`config.mk`:
```
export PLATFORM = sky130hd
export DESIGN_NAME = bank_tx_arbiter_flat
export DESIGN_NICKNAME = d
export VERILOG_FILES = /design/src/rtl/bank_tx_arbiter_if.sv /design/src/rtl/bank_tx_arbiter.sv /design/src/flat_wrapper.sv
export SDC_FILE = /design/constraint.sdc
export NUM_CORES = 1
export LEC_CHECK = 0
export CORE_MARGIN = 5
export CORE_UTILIZATION = 30
export CTS_CLUSTER_SIZE = 10
export DETAILED_ROUTE_END_ITERATION = 7
export PLACE_DENSITY = 0.55
export REMOVE_ABC_BUFFERS = 1
export SYNTH_ARGS = -nofsm -noshare
export SYNTH_HDL_FRONTEND = slang
export SYNTH_SLANG_ARGS = --single-unit
```
`constraint.sdc`:
```
create_clock -name clk -period 5 [get_ports clk]
set_input_delay 1.25 -clock clk [delete_from_list [all_inputs] [get_ports clk]]
set_output_delay 1.25 -clock clk [all_outputs]
set_load 0.005 [all_outputs]
```
`src/rtl/bank_tx_arbiter_if.sv`:
```
// Request/ack bus between the percept ports and the tx arbiter, plus the serial line.
interface bank_tx_arbiter_if #(
    parameter int unsigned N_PORTS = 3
);
    logic [N_PORTS-1:0]   req;
    logic [8*N_PORTS-1:0] addr;
    logic [8*N_PORTS-1:0] data;
    logic [N_PORTS-1:0]   ack;
    logic                 busy;
    logic                 tx;

    // Percept side: raises requests, sees acks and the line state
    modport master (
        output req,
        output addr,
        output data,
        input  ack,
        input  busy,
        input  tx
    );

    // Arbiter side
    modport slave (
        input  req,
        input  addr,
        input  data,
        output ack,
        output busy,
        output tx
    );
endinterface

```
`src/rtl/bank_tx_arbiter.sv`:
```
// Round-robin arbiter that serialises each granted request as a two-byte UART frame
// (address byte, then data byte) onto a single tx line.
module bank_tx_arbiter #(
    parameter int unsigned N_PORTS = 3,
    parameter int unsigned CLK_DIV = 434
) (
    input logic               clk,
    input logic               nRst,
    bank_tx_arbiter_if.slave  bus
);
    localparam int unsigned GW = (N_PORTS > 1) ? $clog2(N_PORTS) : 1;
    localparam int unsigned DW = $clog2(CLK_DIV);

    localparam logic [1:0] ST_IDLE  = 2'd0;
    localparam logic [1:0] ST_START = 2'd1;
    localparam logic [1:0] ST_BITS  = 2'd2;
    localparam logic [1:0] ST_STOP  = 2'd3;

    logic [1:0]         state_q, state_d;
    logic [DW-1:0]      div_q, div_d;
    logic [2:0]         bit_q, bit_d;
    logic               byte_q, byte_d;
    logic [7:0]         shift_q, shift_d;
    logic [7:0]         hold_q, hold_d;
    logic [GW-1:0]      last_q, last_d;
    logic [N_PORTS-1:0] ack_q, ack_d;
    logic               tx_q, tx_d;
    logic               busy_q, busy_d;

    logic               gnt_vld;
    logic [GW-1:0]      gnt_idx;
    logic [GW:0]        cand;
    logic               div_done;

    assign div_done = (div_q == DW'(CLK_DIV - 1));

    // Round-robin search starting one past the last granted port
    always_comb begin
        gnt_vld = 1'b0;
        gnt_idx = '0;
        cand    = '0;
        for (int unsigned k = 1; k <= N_PORTS; k++) begin
            cand = {1'b0, last_q} + (GW + 1)'(k);
            if (cand >= (GW + 1)'(N_PORTS)) begin
                cand = cand - (GW + 1)'(N_PORTS);
            end
            if (!gnt_vld && bus.req[cand[GW-1:0]]) begin
                gnt_vld = 1'b1;
                gnt_idx = cand[GW-1:0];
            end
        end
    end

    // Frame sequencing: start bit, 8 data bits LSB first, stop bit, twice per grant
    always_comb begin
        state_d = state_q;
        div_d   = div_q;
        bit_d   = bit_q;
        byte_d  = byte_q;
        shift_d = shift_q;
        hold_d  = hold_q;
        last_d  = last_q;
        ack_d   = '0;
        tx_d    = tx_q;
        busy_d  = busy_q;

        if (state_q != ST_IDLE) begin
            div_d = div_done ? '0 : div_q + DW'(1);
        end

        case (state_q)
            ST_IDLE: begin
                if (gnt_vld) begin
                    shift_d        = bus.addr[{gnt_idx, 3'b000} +: 8];
                    hold_d         = bus.data[{gnt_idx, 3'b000} +: 8];
                    ack_d[gnt_idx] = 1'b1;
                    last_d         = gnt_idx;
                    tx_d           = 1'b0;
                    busy_d         = 1'b1;
                    byte_d         = 1'b0;
                    div_d          = '0;
                    state_d        = ST_START;
                end
            end
            ST_START: begin
                if (div_done) begin
                    tx_d    = shift_q[0];
                    shift_d = {1'b0, shift_q[7:1]};
                    bit_d   = 3'd0;
                    state_d = ST_BITS;
                end
            end
            ST_BITS: begin
                if (div_done) begin
                    if (bit_q == 3'd7) begin
                        tx_d    = 1'b1;
                        state_d = ST_STOP;
                    end else begin
                        tx_d    = shift_q[0];
                        shift_d = {1'b0, shift_q[7:1]};
                        bit_d   = bit_q + 3'd1;
                    end
                end
            end
            ST_STOP: begin
                if (div_done) begin
                    if (!byte_q) begin
                        shift_d = hold_q;
                        byte_d  = 1'b1;
                        tx_d    = 1'b0;
                        state_d = ST_START;
                    end else begin
                        byte_d  = 1'b0;
                        tx_d    = 1'b1;
                        busy_d  = 1'b0;
                        state_d = ST_IDLE;
                    end
                end
            end
            default: begin
                state_d = ST_IDLE;
            end
        endcase
    end

    // State registers; nRst is an active-high synchronous reset that aborts any frame
    always_ff @(posedge clk) begin
        if (nRst) begin
            state_q <= ST_IDLE;
            div_q   <= '0;
            bit_q   <= '0;
            byte_q  <= 1'b0;
            shift_q <= '0;
            hold_q  <= '0;
            last_q  <= GW'(N_PORTS - 1);
            ack_q   <= '0;
            tx_q    <= 1'b1;
            busy_q  <= 1'b0;
        end else begin
            state_q <= state_d;
            div_q   <= div_d;
            bit_q   <= bit_d;
            byte_q  <= byte_d;
            shift_q <= shift_d;
            hold_q  <= hold_d;
            last_q  <= last_d;
            ack_q   <= ack_d;
            tx_q    <= tx_d;
            busy_q  <= busy_d;
        end
    end

    assign bus.ack  = ack_q;
    assign bus.tx   = tx_q;
    assign bus.busy = busy_q;
endmodule

```
`src/flat_wrapper.sv`:
```
// flat-port wrapper written by rule: the top's interface ports become plain ports
module bank_tx_arbiter_flat 
#(
    parameter int unsigned N_PORTS = 3,
    parameter int unsigned CLK_DIV = 434
)
  (clk, nRst, bus_req, bus_addr, bus_data, bus_ack, bus_busy, bus_tx);
  bank_tx_arbiter_if #(.N_PORTS(N_PORTS)) bus_i ();
  input logic clk;
  input logic nRst;
  input wire logic [$bits(bus_i.req)-1:0] bus_req;
  input wire logic [$bits(bus_i.addr)-1:0] bus_addr;
  input wire logic [$bits(bus_i.data)-1:0] bus_data;
  output wire logic [$bits(bus_i.ack)-1:0] bus_ack;
  output wire logic [$bits(bus_i.busy)-1:0] bus_busy;
  output wire logic [$bits(bus_i.tx)-1:0] bus_tx;
  assign bus_i.req = bus_req;
  assign bus_i.addr = bus_addr;
  assign bus_i.data = bus_data;
  assign bus_ack = bus_i.ack;
  assign bus_busy = bus_i.busy;
  assign bus_tx = bus_i.tx;
  bank_tx_arbiter #(.N_PORTS(N_PORTS), .CLK_DIV(CLK_DIV)) u_core (.clk(clk), .nRst(nRst), .bus(bus_i));
endmodule
```
==> results.sh <==
export IMPL_fill_cells=838
export IMPL_hold_depth=2
export IMPL_holdWs_ps=479
export IMPL_grt_pass1_vias=2174
export IMPL_track_usage_pct=12.9
export IMPL_cts_buffer_depth=2
export IMPL_nNetsFinal=410
export IMPL_rr_startpoint="u_core.last_q[0]"
export IMPL_final_cell_mix="57 x clkdlybuf4s50_1, 38 x dfxtp_1, 33 x nor2_1, 27 x o21ai_0, 26 x nand2_1"
export IMPL_synth_compound_area_share_pct=27.9
export IMPL_period_share_pct=77.6
export IMPL_synth_top_family_by_area="compound AO/OA/AOI/OAI gates"
export IMPL_min_period_ps=3880
export IMPL_r2r_cells=8
export IMPL_cts_tree="done"
export IMPL_row_count=33
export IMPL_vias_per_cell=5.28
export IMPL_cts_root_buffer="clkbuf_8"
export IMPL_maxCapViolations=0
export IMPL_clk_pin_slew_ps=80
export IMPL_num_antenna_cells=0
export IMPL_p_leak_nw=1.22
export IMPL_final_core_util_pct=39.6
export IMPL_avgSynthCellArea_um2=8.33
export IMPL_maxClockFrequency_mhz=258
export IMPL_drc=0
export IMPL_crit_fanout=18
export IMPL_io_buffers=57
export IMPL_wl_per_cell_um=14.9
export IMPL_synthArstFlopShare_pct=0
export IMPL_p_total_mw=1.55
export IMPL_die_h_um=101
export IMPL_min_to="u_core.bus.busy"
export IMPL_grt_setup_unrepaired="false"
export IMPL_ir_drop_mv=0.152
export IMPL_num_vias=2380
export IMPL_synth_xor_area_share_pct=0.355
export IMPL_post_cts_buffers=0
export IMPL_syn_to_final_growth_pct=30.1
export IMPL_ant_nets=0
export IMPL_fin_cells=451
export IMPL_gr_total_overflow=0
export IMPL_cts_sinks=38
export IMPL_critPathCaptureType="flop"
export IMPL_setup_viol=0
export IMPL_die_x_um=101
export IMPL_power_density_nw_per_um2=484
export IMPL_final_hold_viol_count=0
export IMPL_start_util_pct=30.5
export IMPL_synth_edf_count=0
export IMPL_place_hpwl_um=4900
export IMPL_drt_wl_total_um=6740
export IMPL_die_area_um2=10100
export IMPL_placed_cell_area_um2=3100
export IMPL_r2r_slack_ps=1520
export IMPL_num_io_pins=58
export IMPL_holdBufCountCts=0
export IMPL_clk_latency_ps=290
export IMPL_synthesis_area_um2=2460
export IMPL_rr_endpoint="u_core.shift_q[3]"
export IMPL_fin_ws_ps=1120
export IMPL_post_place_ws_ps=825
export IMPL_finalInstanceArea_um2=3210
export IMPL_crit_required_ps=5180
export IMPL_relSlewSlack_pct=31.8
export IMPL_synthCells=296
export IMPL_start_kind="input pin"
export IMPL_final_common_cell="clkdlybuf4s50_1"
export IMPL_status="completed"
export IMPL_htree_levels=2
export IMPL_grt_antenna_before_repair=0
export IMPL_slew_violations=0
export IMPL_post_cts_resized=0
export IMPL_ys_ff_latch=38
export IMPL_grt_max_degree=21
export IMPL_synthMuxAreaShare_pct=8.68
export IMPL_hold_start="u_core.bus.busy"
export IMPL_ys_warn_count=0
export IMPL_path_class="in2reg"
export IMPL_ys_flop_type="dfxtp_1"
export IMPL_setup_tns_final_ps=0
export IMPL_dp_cells=443
export IMPL_ys_types=50
export IMPL_arrival_ps=4060
export IMPL_drive_above_1_share_pct=7.51
export IMPL_worst_slew_pin_slew_ps=1010
export IMPL_dr_pass1_iters=6
export IMPL_synth_seq_area_share_pct=30.9
export IMPL_yosys_area_share_adder_pct=6.09
export IMPL_synth_simple_area_share_pct=21.4
export IMPL_drt_iter0_markers=106
export IMPL_finClkSkew_ps=9.39
export IMPL_numCtsBuffers=5
export IMPL_place_gp_congestion=0.852
export IMPL_core_area_um2=8090
export IMPL_hold_path_class="reg2reg"
export IMPL_grt_pass1_wl_um=10700
-- critical path, stage by stage --
cell and delay [ps]:
clkdlybuf4s50_1 530, mux2_2 330, a21oi_1 300, nand4_1 170, nand2_1 710, mux2_2 420
a311o_1 350
-- worst max path at each step --
stage / from / endpoint / cells after the start
after CTS: bus_req[1] / u_core.shift_q[4] / 7
after global placement: bus_req[1] / u_core.shift_q[2] / 7
after detailed placement: bus_req[1] / u_core.shift_q[4] / 7
final: bus_req[1] / u_core.shift_q[4] / 7
after floorplan: bus_req[1] / u_core.shift_q[0] / 6
after global routing: bus_req[1] / u_core.shift_q[3] / 7
-- sequential cells by signal, indices dropped and copies added (netlist names) --
signal           flops
u_core.div_q         9
u_core.hold_q        8
u_core.shift_q       8
u_core.state_q       2
u_core.last_q        2
u_core.bit_q         3
u_core.bus.ack       3
u_core.bus.busy      1
u_core.byte_q        1
u_core.bus.tx        1
-- where the power goes --
| group | total [mW] | internal [mW] | switching [mW] |
|---|---|---|---|
| Combinational | 0.861 | 0.384 | 0.477 |
| Sequential | 0.429 | 0.381 | 0.0474 |
| Clock | 0.262 | 0.147 | 0.115 |
| Total | 1.55 | 0.913 | 0.639 |
-- metal layers --
metal	vias up	GRT usage [%]	share of wire (%)
met4	0	3.32	0.82
met1	1111	17.4	48
met5	-	0	0
met3	6	2.70	4.5
met2	62	20.9	47
li1	1201	-	-
-- cells by family after synthesis --
kind of cell | after synthesis
buffers and inverters | 25
XOR/XNOR | 1
AND/OR/NAND/NOR | 101
flip-flops | 38
AO/OA/AOI/OAI | 99
adder cells (fa/ha/maj) | 12
multiplexers | 20
-- Yosys cell counts, types with 4 or more instances --
master	n	area, µm²
mux2_2	9	101
inv_1	8	30.0
nand3b_1	4	30.0
dfxtp_1	38	761
a22oi_1	8	60.1
a21oi_1	24	120
nor2_1	33	124
and3_1	5	31.3
nand2b_1	4	25.0
buf_2	5	25.0
a311o_1	7	70.1
mux2i_1	9	90.1
a221o_1	7	70.1
nand4_1	5	31.3
clkbuf_1	10	37.5
nand2_1	26	97.6
o21ai_0	27	135
ha_1	12	150
a21o_1	5	37.5
-- area by class of cell --
type	count	area [µm²]	area share, %
multi-input cells	233	1590	49.6
flip-flops and latches	38	761	23.7
repair buffers	59	586	18.3
well taps	105	131	4.10
clock buffers	5	68.8	2.15
clock inverters	3	40.0	1.25
inverters	8	30.0	0.937
Note: power is estimated with default switching activity, not from simulation.
